**src/rtl/uart_rx_os.sv**
```systemverilog
// Oversampled UART receiver with configurable width, parity and stop bits.
// Words are delivered through a valid/ready holding register with error flags.
module uart_rx_os #(
   parameter int CLK_FREQ   = 50000000,
   parameter int BAUD       = 115200,
   parameter int OVERSAMPLE = 16,
   parameter int DATA_BITS  = 8,
   parameter int PARITY     = 0,
   parameter int STOP_BITS  = 1
) (
   input  logic                 clk,
   input  logic                 rst,
   input  logic                 rx_en,
   input  logic                 rx,
   output logic [DATA_BITS-1:0] data_out,
   output logic                 data_valid,
   input  logic                 data_ready,
   output logic                 parity_err,
   output logic                 frame_err,
   output logic                 overrun_err,
   output logic                 rx_busy
);

   // state  | meaning
   // IDLE   | waiting for a falling edge on rxs
   // START  | counting to the start-bit midpoint, then confirming low
   // DATA   | sampling DATA_BITS bits, LSB first
   // PARITY | sampling the parity bit and checking it
   // STOP   | sampling STOP_BITS stop bits; last sample completes the frame
   typedef enum logic [2:0] {
      S_IDLE,
      S_START,
      S_DATA,
      S_PARITY,
      S_STOP
   } state_t;

   localparam int DIV_RAW = CLK_FREQ / (BAUD * OVERSAMPLE);
   localparam int DIV     = (DIV_RAW < 1) ? 1 : DIV_RAW;
   localparam int DW      = $clog2(DIV + 1);
   localparam int OW      = $clog2(OVERSAMPLE);

   localparam logic [DW-1:0] DIV_LAST  = DW'(DIV - 1);
   localparam logic [OW-1:0] OS_LAST   = OW'(OVERSAMPLE - 1);
   localparam logic [OW-1:0] OS_HALF   = OW'(OVERSAMPLE / 2 - 1);
   localparam logic [3:0]    DATA_LAST = 4'(DATA_BITS - 1);
   localparam logic [3:0]    STOP_LAST = 4'(STOP_BITS - 1);

   logic                 rx_meta;
   logic                 rxs;
   logic                 rxs_d;
   logic                 fall;
   logic [DW-1:0]        div_cnt;
   logic                 tick;

   state_t               state;
   state_t               state_nxt;
   logic [OW-1:0]        os_cnt;
   logic [OW-1:0]        os_nxt;
   logic [3:0]           bit_cnt;
   logic [3:0]           bit_nxt;
   logic [DATA_BITS-1:0] shift;
   logic [DATA_BITS-1:0] shift_nxt;
   logic                 perr_r;
   logic                 perr_nxt;
   logic                 ferr_r;
   logic                 ferr_nxt;
   logic                 complete;
   logic                 start_clr;
   logic                 load;

   always_ff @(posedge clk or posedge rst) begin
      if (rst) begin
         rx_meta <= 1'b1;
         rxs     <= 1'b1;
         rxs_d   <= 1'b1;
      end else begin
         rx_meta <= rx;
         rxs     <= rx_meta;
         rxs_d   <= rxs;
      end
   end

   assign fall = rxs_d & ~rxs;
   assign tick = (div_cnt == DIV_LAST);

   // Cleared on entering START so ticks are phase-aligned to the start edge.
   always_ff @(posedge clk or posedge rst) begin
      if (rst) begin
         div_cnt <= '0;
      end else if (start_clr || tick) begin
         div_cnt <= '0;
      end else begin
         div_cnt <= div_cnt + DW'(1);
      end
   end

   always_ff @(posedge clk or posedge rst) begin
      if (rst) begin
         state   <= S_IDLE;
         os_cnt  <= '0;
         bit_cnt <= '0;
         shift   <= '0;
         perr_r  <= 1'b0;
         ferr_r  <= 1'b0;
      end else begin
         state   <= state_nxt;
         os_cnt  <= os_nxt;
         bit_cnt <= bit_nxt;
         shift   <= shift_nxt;
         perr_r  <= perr_nxt;
         ferr_r  <= ferr_nxt;
      end
   end

   always_comb begin
      state_nxt = state;
      os_nxt    = os_cnt;
      bit_nxt   = bit_cnt;
      shift_nxt = shift;
      perr_nxt  = perr_r;
      ferr_nxt  = ferr_r;
      complete  = 1'b0;
      start_clr = 1'b0;

      case (state)
         S_IDLE: begin
            if (fall) begin
               state_nxt = S_START;
               os_nxt    = OS_HALF;
               start_clr = 1'b1;
               perr_nxt  = 1'b0;
               ferr_nxt  = 1'b0;
            end
         end
         S_START: begin
            if (tick) begin
               if (os_cnt == '0) begin
                  if (!rxs) begin
                     state_nxt = S_DATA;
                     os_nxt    = OS_LAST;
                     bit_nxt   = DATA_LAST;
                  end else begin
                     state_nxt = S_IDLE;
                  end
               end else begin
                  os_nxt = os_cnt - OW'(1);
               end
            end
         end
         S_DATA: begin
            if (tick) begin
               if (os_cnt == '0) begin
                  shift_nxt = {rxs, shift[DATA_BITS-1:1]};
                  os_nxt    = OS_LAST;
                  if (bit_cnt == '0) begin
                     bit_nxt = STOP_LAST;
                     if (PARITY != 0) begin
                        state_nxt = S_PARITY;
                     end else begin
                        state_nxt = S_STOP;
                     end
                  end else begin
                     bit_nxt = bit_cnt - 4'd1;
                  end
               end else begin
                  os_nxt = os_cnt - OW'(1);
               end
            end
         end
         S_PARITY: begin
            if (tick) begin
               if (os_cnt == '0) begin
                  // Odd mode needs an odd total count of ones, even mode an even one.
                  if (PARITY == 1) begin
                     perr_nxt = ~(^shift ^ rxs);
                  end else begin
                     perr_nxt = ^shift ^ rxs;
                  end
                  state_nxt = S_STOP;
                  os_nxt    = OS_LAST;
                  bit_nxt   = STOP_LAST;
               end else begin
                  os_nxt = os_cnt - OW'(1);
               end
            end
         end
         S_STOP: begin
            if (tick) begin
               if (os_cnt == '0) begin
                  if (!rxs) begin
                     ferr_nxt = 1'b1;
                  end
                  os_nxt = OS_LAST;
                  if (bit_cnt == '0) begin
                     complete  = 1'b1;
                     state_nxt = S_IDLE;
                  end else begin
                     bit_nxt = bit_cnt - 4'd1;
                  end
               end else begin
                  os_nxt = os_cnt - OW'(1);
               end
            end
         end
         default: begin
            state_nxt = S_IDLE;
         end
      endcase

      // Disabling drops any partial frame; the holding register is left alone.
      if (!rx_en) begin
         state_nxt = S_IDLE;
         complete  = 1'b0;
         start_clr = 1'b0;
      end
   end

   assign rx_busy = (state == S_DATA) || (state == S_PARITY) || (state == S_STOP);

   // A word consumed in the same clock frees the register for the new frame.
   assign load = complete & (~data_valid | data_ready);

   always_ff @(posedge clk or posedge rst) begin
      if (rst) begin
         data_out    <= '0;
         data_valid  <= 1'b0;
         parity_err  <= 1'b0;
         frame_err   <= 1'b0;
         overrun_err <= 1'b0;
      end else begin
         overrun_err <= complete & data_valid & ~data_ready;
         if (load) begin
            data_out   <= shift;
            parity_err <= perr_nxt;
            frame_err  <= ferr_nxt;
            data_valid <= 1'b1;
         end else if (data_ready) begin
            data_valid <= 1'b0;
         end
      end
   end

endmodule

```
**config.mk**
```make
export PLATFORM = sky130hd
export DESIGN_NAME = uart_rx_os
export DESIGN_NICKNAME = d
export VERILOG_FILES = /design/src/rtl/uart_rx_os.sv
export SDC_FILE = /design/constraint.sdc
export NUM_CORES = 1
export LEC_CHECK = 0
export ABC_AREA = 1
export CORE_MARGIN = 3
export CORE_UTILIZATION = 49
export CTS_CLUSTER_DIAMETER = 60
export DETAILED_ROUTE_END_ITERATION = 10
export GPL_TIMING_DRIVEN = 0
export HOLD_SLACK_MARGIN = 0.05
export PLACE_DENSITY_LB_ADDON = 0.2
export SKIP_LAST_GASP = 1
export SLEW_MARGIN = 15
export SYNTH_ARGS = -nofsm -noshare
export SYNTH_HDL_FRONTEND = slang
export SYNTH_SLANG_ARGS = --single-unit
```
**constraint.sdc**
```tcl
create_clock -name clk -period 2.1 [get_ports clk]
set_input_delay 0.21 -clock clk [delete_from_list [all_inputs] [get_ports clk]]
set_output_delay 0.21 -clock clk [all_outputs]
set_load 0.005 [all_outputs]
```
# [Yosys cells after proc, flatten, opt, wreduce, memory -nomap -nowiden]
# Cells that the tools add are included.
[classes] muxes=53 eq_ne=29 mul=0 n_reduce_logical=15 div=0 shift=0 magnitude_cmp=0 n_addsub=3 bitwise=9
[op_table] cell="4-bit 2-to-1 mux" n=17
[op_table] cell="3-bit 2-to-1 mux" n=12
[op_table] cell="3-bit != test (second input constant)" n=12
[op_table] cell="2-bit != test (second input constant)" n=11
[op_table] cell="11-bit AND reduction" n=2
[op_table] cell="1-bit 2-to-1 mux" n=17
[op_table] cell="4-bit one-hot mux with 4 select lines" n=1
[op_table] cell="3-bit one-hot mux with 5 select lines" n=1
[op_table] cell="4-bit one-hot mux with 3 select lines" n=1
[op_table] cell="4-bit logical NOT" n=2
[op_table] cell="8-bit parity" n=1
[op_table] cell="4-bit by 1-bit subtractor with 4-bit output (second input constant)" n=2
[op_table] cell="3-bit by 2-bit equality test with 1-bit output (second input constant)" n=2
[op_table] cell="5-bit by 1-bit adder with 5-bit output (second input constant)" n=1
[op_table] cell="5-bit equality test (second input constant)" n=1
[op_table] cell="5-bit 2-to-1 mux" n=1
[op_table] cell="5-bit AND reduction" n=1
[op_table] cell="1-bit AND" n=4
[op_table] cell="1-bit one-hot mux with 2 select lines" n=2
[op_table] cell="4-bit nonzero test" n=1
[op_table] cell="3-bit by 1-bit equality test with 1-bit output (second input constant)" n=1
[op_table] cell="3-bit equality test (second input constant)" n=1
[op_table] cell="3-bit logical NOT" n=1
[op_table] cell="1-bit logical OR" n=3
[op_table] cell="9 further kinds" n=11
[word_totals] latch_bits=0 out_inout_bits=13 mem_bits_ro=0 ramBits=0 regBits=41 n_memories=0 elab_cells=124

# [Longest topological paths before layout]
# Gate-level depths: netlist of run 1.
[logic_depth] ltp_word=8 depth_mapped=13 ltp_nobuf=13

# [Worst setup path after synthesis of run 1]
# No wires, ideal clock.
[synth_path] kind="flip-flop to flip-flop" from="register os_cnt[0]" to="register data_out[2]" arrival_ps=1463 period_less_slack_ps=1581 setup_slack_ps=519 stages_incl_launch_ff=13 cell_sequence="dfrtp_1 inv_1 ha_1 nand2_1 nor2_2 nand2_2 inv_4 nand3_4 nor2_4 inv_2 buf_6 nand2_2 o21ai_2"
[synth_via] elab_chain_cells=6
[synth_lines] item="start: declaration" line_no="58" rtl="logic [OW-1:0] os_cnt;"
[synth_lines] item="start signal: assignment" line_no="108" rtl="os_cnt <= os_nxt;"
[synth_lines] item="4-bit logical NOT" line_no="190" rtl="if (os_cnt == '0) begin"
[synth_lines] item="1-bit 2-to-1 mux" line_no="190"
[synth_lines] item="1-bit 2-to-1 mux" line_no="189" rtl="if (tick) begin"
[synth_lines] item="1-bit 2-to-1 mux" line_no="126" rtl="case (state)"
[synth_lines] item="1-bit 2-to-1 mux" line_no="212" rtl="if (!rx_en) begin"
[synth_lines] item="1-bit AND" line_no="222" rtl="assign load = complete & (~data_valid | data_ready);"
[synth_lines] item="end signal: assignment" line_no="234" rtl="data_out <= shift;"
[synth_lines] item="end: declaration" line_no="15" rtl="output logic [DATA_BITS-1:0] data_out,"
# Every way passes these cells.
# A chain may end at the register's enable or synchronous reset.

# [Worst setup path in the final report of run 1]
[layout_path] from="register state[0]" to="output rx_busy"
[layout_via] elab_chain_cells=3
[layout_lines] item="start: declaration" line_no="56" rtl="state_t state;"
[layout_lines] item="start signal: assignment" line_no="107" rtl="state <= state_nxt;"
[layout_lines] item="3-bit by 2-bit equality test with 1-bit output" line_no="219" rtl="assign rx_busy = (state == S_DATA) || (state == S_PARITY) || (state == S_STOP);"
[layout_lines] item="1-bit logical OR" line_no="219"
[layout_lines] item="1-bit logical OR (*)" line_no="219"
[layout_lines] item="end: declaration" line_no="21" rtl="output logic rx_busy"
# Mark *: on every way between the ends. The rest lies on a longest branch, timed or not.

==> out/metrics.yaml, run 1 <==
status: "completed"
synthTopCellsByArea: "dfrtp_1 (44%), nand2_1 (10%), inv_1 (6.1%)"
dieHeight_um: 72.54
grt_pass1_vias: 1673
yosys.area.top_type: "dfrtp_1"
rows: 23
cts_tree: "yes"
slowest_stage: "clkdlybuf4s50_1"
timing.fmax_mhz: 531.7
crit_start: "state[0]"
synth_top_family_by_area: "simple AND/OR/NAND/NOR gates"
finClkSkew_ps: 9.730
crit_end: "rx_busy"
setup-tns-final_ps: 0
synth_compound_area_share_pct: 12.98
synthSimpleGateAreaFrac_pct: 25.95
routed-wl-met3_um: 153
vias: 1680
drc: 0
cts_htree_levels: 2
dieArea_um2: 5262
placed_cells: 325
slowest_delay_ps: 500
synthesis.area_um2: 2170
reg2reg_slack_ps: 300
grt.overflow.total: 0
n_fill_cell: 375
min_period_ps: 1881
leakagePower_uw: 0.001230
path_class: "flip-flop to output pin"
maxCapViolations: 0
finalCritPeriodShare_pct: 89.56
drtPass1Iterations: 4
drtAntennaViolNets: 0
cts_setup_buffers: 0
cts-buffers-inserted: 5
ys_seq_area_share_pct: 47.46
pre_cts_slack_ps: 300.5
port_buffers: 17
cp_max_fo: 7
yosysUniqueCellTypes: 33
synth_seq_cells: 41
gp_congestion: 0.7854
r2r-start: "div_cnt[0]"
maxUsedRoutingLayer: "met4"
grtUsageTotal_pct: 17.34
seqCellArea_um2: 1030
vias_per_cell: 5.045
utilization_pct: 60.90
slew_headroom_pct: 67.42
hold_class: "input pin to async pin"
drv_slew: 0
stdcell_count: 333
multiInputGateArea_um2: 950.9
ioPinCount: 18
syn-instance-count: 257
path_clk_slew_ps: 80
clockBufferDepth: 2
antenna_found_initial: 0
place_hpwl_mm: 2.996
end_kind: "output pin"
finalHoldViolations: 0
async_reset_ff_share_pct: 100.0
synth.area.mux_share_pct: 0
synth_fp_nets: 267
timing.critical_path.mode_cell: "nand2_4"
wl_met2_mm: 1.894
cts_root_buffer: "clkbuf_8"
synthXorXnorAreaFrac_pct: 2.018
drive_above_1_share_pct: 18.37
worst_slack_ps: 219.2
crit_buf_inv: 1
irDropWorstVdd_mv: 0.3767
ys_warn_count: 0
num_antenna_cells: 0
drtIter0Drc: 93
synth_fa_ha_area_share_pct: 2.884
yosys_most_used_dff: "dfrtp_1"
numClockSinks: 41
wire_per_inst_um: 11.92
layout.nets: 292
cp.depth: 4
clock_latency_ps: 300
ctsResizeCount: 0
avgSynthCellArea_um2: 8.442
setup_viol: 0
worst_pin_slew_ps: 488.0
cp.arrival_ps: 1670
required_ps: 1890
initial_core_util_pct: 52.36
finalWirelength_mm: 3.971
area_growth_pct: 16.32
ctsHoldBuffers: 0
rr_endpoint: "data_out[2]"
grt_max_degree: 22
worstPathCellList: "nor2_4, nand2_4, nand2_4, clkdlybuf4s50_1"
rsz0062_at_grt: "no"
grt_pass1_wl_mm: 7.169
power.density_nw_per_um2: 953.9
synth_edf_count: 0
met1_length_mm: 1.865
die_w_um: 72.54
critPathLaunchType: "flip-flop"
core_area_um2: 4144
crit_family: "buffers and inverters"
synth_top_area_share_pct: 43.83
rr_worst_depth: 12
## flip-flops by register name (all words and copies together), names as in the netlist, 3 cells and up
| name | cells |
|---|---|
| os_cnt | 4 |
| shift | 8 |
| state | 3 |
| bit_cnt | 4 |
| data_out | 8 |
| div_cnt | 5 |
## worst min-delay path by stage
stage,from,to,slack (ps),cells after the start
6_report,rst,shift[5],250,2
4_1_cts,rst,shift[5],260,2
2_1_floorplan,rx,rx_meta,210,0
3_5_place_dp,rx_meta,rxs,350,0
5_1_grt,rst,shift[5],290,2
3_3_place_gp,rx_meta,rxs,350,0
## cells in the mapped netlist, types with 4 or more instances
cell type   n
a21oi_1     7
dfrtp_1    38
ha_1        5
inv_1      35
inv_2       8
nand2_1    60
nand2_2     4
nand3_1    14
nor2_1     18
nor2_2      4
o21ai_0     7
o21ai_1    16
o21ai_2     9
## power breakdown
part	internal, µW	switching, µW
clock	267	272
combinational	326	540
sequential	894	109
total	1490	921
## cell usage in the layout, fill, tap and decap left out, drive strengths merged
cell           Yosys  layout
nand2             66      66
inv               44      44
dfrtp             38      38
o21ai             32      32
nor2              25      25
clkdlybuf4s50      0      17
nand3             17      17
a21oi              7       7
clkbuf             0       7
ha                 5       5
nand4              4       4
xnor2              3       3
dfstp              3       3
buf                2       3
o21a               2       2
o211ai             2       2
xor2               2       2
clkinv             1       1
o31ai              1       1
nor3               1       1
a31oi              1       1
o2111ai            1       1
clkinvlp           0       1
## per-stage QoR
step | hold slack (ps) | power, µW | area [µm²]
after floorplan | 214.5 | 1703 | 2170
after global placement | 345.3 | 1862 | 2402
after detailed placement | 354.2 | 1888 | 2430
after CTS | 262.8 | 2432 | 2524
after global routing | 293.8 | 2610 | 2524
final | 251.8 | 2407 | 2524
## layer usage
| layer | vias up | global-route usage, % |
|---|---|---|
| met1 | 785 | 21.69 |
| met3 | 5 | 4.709 |
| met5 | - | 0 |
| met2 | 28 | 28.56 |
| met4 | 0 | 6.557 |
| li1 | 862 | - |
## area by class of cell
class	count	share of cell area, %
multi-input combinational	169	37.68
clock buffer	7	3.421
buffer	2	0.6445
clock inverter	1	0.2975
sequential	41	40.80
timing repair buffer	18	7.833
tap	50	2.479
inverter	45	6.842
## kinds of logic after synthesis
group,after synthesis
and+or+nand+nor,113
buffers and inverters,47
AOI/OAI and AO/OA,46
DFF,41
xor gates and xnor gates,5
adders and majority gates,5
Power figures use the tool's default switching activity.
==> inputs of run 2 (changes only) <==
DONT_BUFFER_PORTS = 1   (was default)
==> out/metrics.yaml, run 2 (synthesized netlist as in run 1, its figures left out) <==
placed_cells: 308  # -5.2%
ioPinCount: 18  # unchanged
hold_depth: 2
cts_htree_levels: 2  # unchanged
finalWirelength_mm: 3.938  # -0.83%
drc: 0  # unchanged
setup_viol: 0  # unchanged
finalPower_uw: 2499  # +3.8%
drv_slew: 0  # unchanged
mostFrequentLayoutCells: "nand2_1 (60), dfrtp_1 (38), inv_1 (34), nor2_1 (18), o21ai_1 (16)"
port_buffers: 0  # -17
crit_start: "os_cnt[0]"
path_clk_slew_ps: 80  # about the same
status: "completed"
finalCritPeriodShare_pct: 84.98  # -4.6 points
hold_class: "input pin to flip-flop"
drtAntennaViolNets: 0  # unchanged
irDropWorstVdd_mv: 0.4545  # +21%
rr_worst_depth: 12  # unchanged
dieArea_um2: 5262  # unchanged
dieHeight_um: 72.54  # unchanged
min_from: "rx_en"
grt_pass1_wl_mm: 7.431  # +3.7%
finClkSkew_ps: 6.423  # -3.306 ps
num_antenna_cells: 0  # unchanged
cp.arrival_ps: 1980  # +310 ps
min_period_ps: 1785  # -96.16 ps
end_kind: "flip-flop"
rows: 23  # unchanged
drtPass1Iterations: 4  # unchanged
reg2reg_slack_ps: 320  # +20 ps
final_common_cell: "nand2_1"
slew_headroom_pct: 72.74  # +5.3 points
cp_max_fo: 10  # +3
grt_pass1_vias: 1655  # -1.1%
setup-tns-final_ps: 0  # unchanged
rsz0062_at_grt: "no"
grt.overflow.total: 0  # unchanged
ctsResizeCount: 0  # unchanged
cts_root_buffer: "clkbuf_8"
die_w_um: 72.54  # unchanged
leakagePower_uw: 0.001195  # -2.9%
power.density_nw_per_um2: 1040  # +9.0%
layout.nets: 279  # -4.5%
clock_latency_ps: 290  # about the same
stdcell_count: 320  # -3.9%
cts_setup_buffers: 0  # unchanged
finalHoldViolations: 0  # unchanged
r2r-start: "os_cnt[0]"
grt_max_degree: 33  # +50%
grtUsageTotal_pct: 17.81  # +0.47 points
maxCapViolations: 0  # unchanged
numClockSinks: 41  # unchanged
vias: 1612  # -4.0%
top_regs: "data_out: 8 flops, shift: 8 flops, div_cnt: 5 flops"
worst_pin_slew_ps: 404.6  # -83.39 ps
clockBufferDepth: 2  # unchanged
critPathLaunchType: "flip-flop"
area_growth_pct: 10.78
required_ps: 2290  # +400 ps
timing.fmax_mhz: 560.3  # +5.4%
pre_cts_slack_ps: 298.4  # -2.093 ps
path_class: "flip-flop to flip-flop"
wire_per_inst_um: 12.31  # +3.2%
gp_congestion: 0.8549  # +8.8%
drtIter0Drc: 94  # +1.1%
cts-buffers-inserted: 5  # unchanged
antenna_found_initial: 0  # unchanged
cts_tree: "yes"
drive_above_1_share_pct: 19.26  # +0.88 points
place_hpwl_mm: 2.911  # -2.9%
initial_core_util_pct: 52.36  # unchanged
core_area_um2: 4144  # unchanged
utilization_pct: 58.00  # -2.9 points
vias_per_cell: 5.038  # -0.15%
worst_slack_ps: 315.3  # +96.16 ps
run 2: worst max-delay path, cell delays in order, from the launching register on:
cell     delay (ps)
dfrtp_1         380
inv_1           100
ha_1            170
nand2_1          80
nor2_2          180
nand2_2         100
inv_4           110
nand3_4          90
nor2_4          100
inv_2           100
buf_6           170
nand2_2          60
o21ai_2          50
run 2: path summary, 6_finish.rpt:
| kind | endpoint |
|---|---|
| max in group asynchronous | rxs |
| max reg2reg | data_out[2] |
| max | data_out[2] |
| min | overrun_err |
| min in group asynchronous | data_out[5] |
| min reg2reg | rxs |
run 2: final cells by class:
type | count | area (µm²)
multi-input combinational | 169 | 950.9
clock buffer | 6 | 72.57
timing repair buffer | 5 | 60.06
inverter | 45 | 172.7
buffer | 2 | 16.27
tap | 50 | 62.56
clock inverter | 2 | 38.79
sequential | 41 | 1030
fill | 380 | 1740
run 2: repair_timing:
| item | in CTS | in global routing |
|---|---|---|
| endpoints found under the hold margin | 42 | 1 |
| hold buffers | 3 | 1 |
| setup endpoints to repair | 0 | 0 |
run 2: metrics by stage:
step                cell area, µm²  hold slack (ps)
finish                        2404            58.53
global route                  2404            61.40
CTS                           2394            51.83
detailed placement            2252            35.83
global placement              2232            214.5
floorplan                     2170            214.5
run 2: where the power goes:
| group | total [µW] | switching (µW) | internal (µW) |
|---|---|---|---|
| Sequential | 1000 | 109 | 893 |
| Combinational | 855 | 552 | 303 |
| Clock | 641 | 284 | 357 |
| Total | 2500 | 946 | 1550 |
run 2: metal layers:
| metal | wire (µm) | track usage [%] | part of all wire (%) |
|---|---|---|---|
| met3 | 143 | 4.709 | 3.6 |
| met1 | 2044 | 24.27 | 52 |
| met5 | 0 | 0 | 0 |
| met4 | 67 | 6.557 | 1.7 |
| met2 | 1684 | 27.25 | 43 |
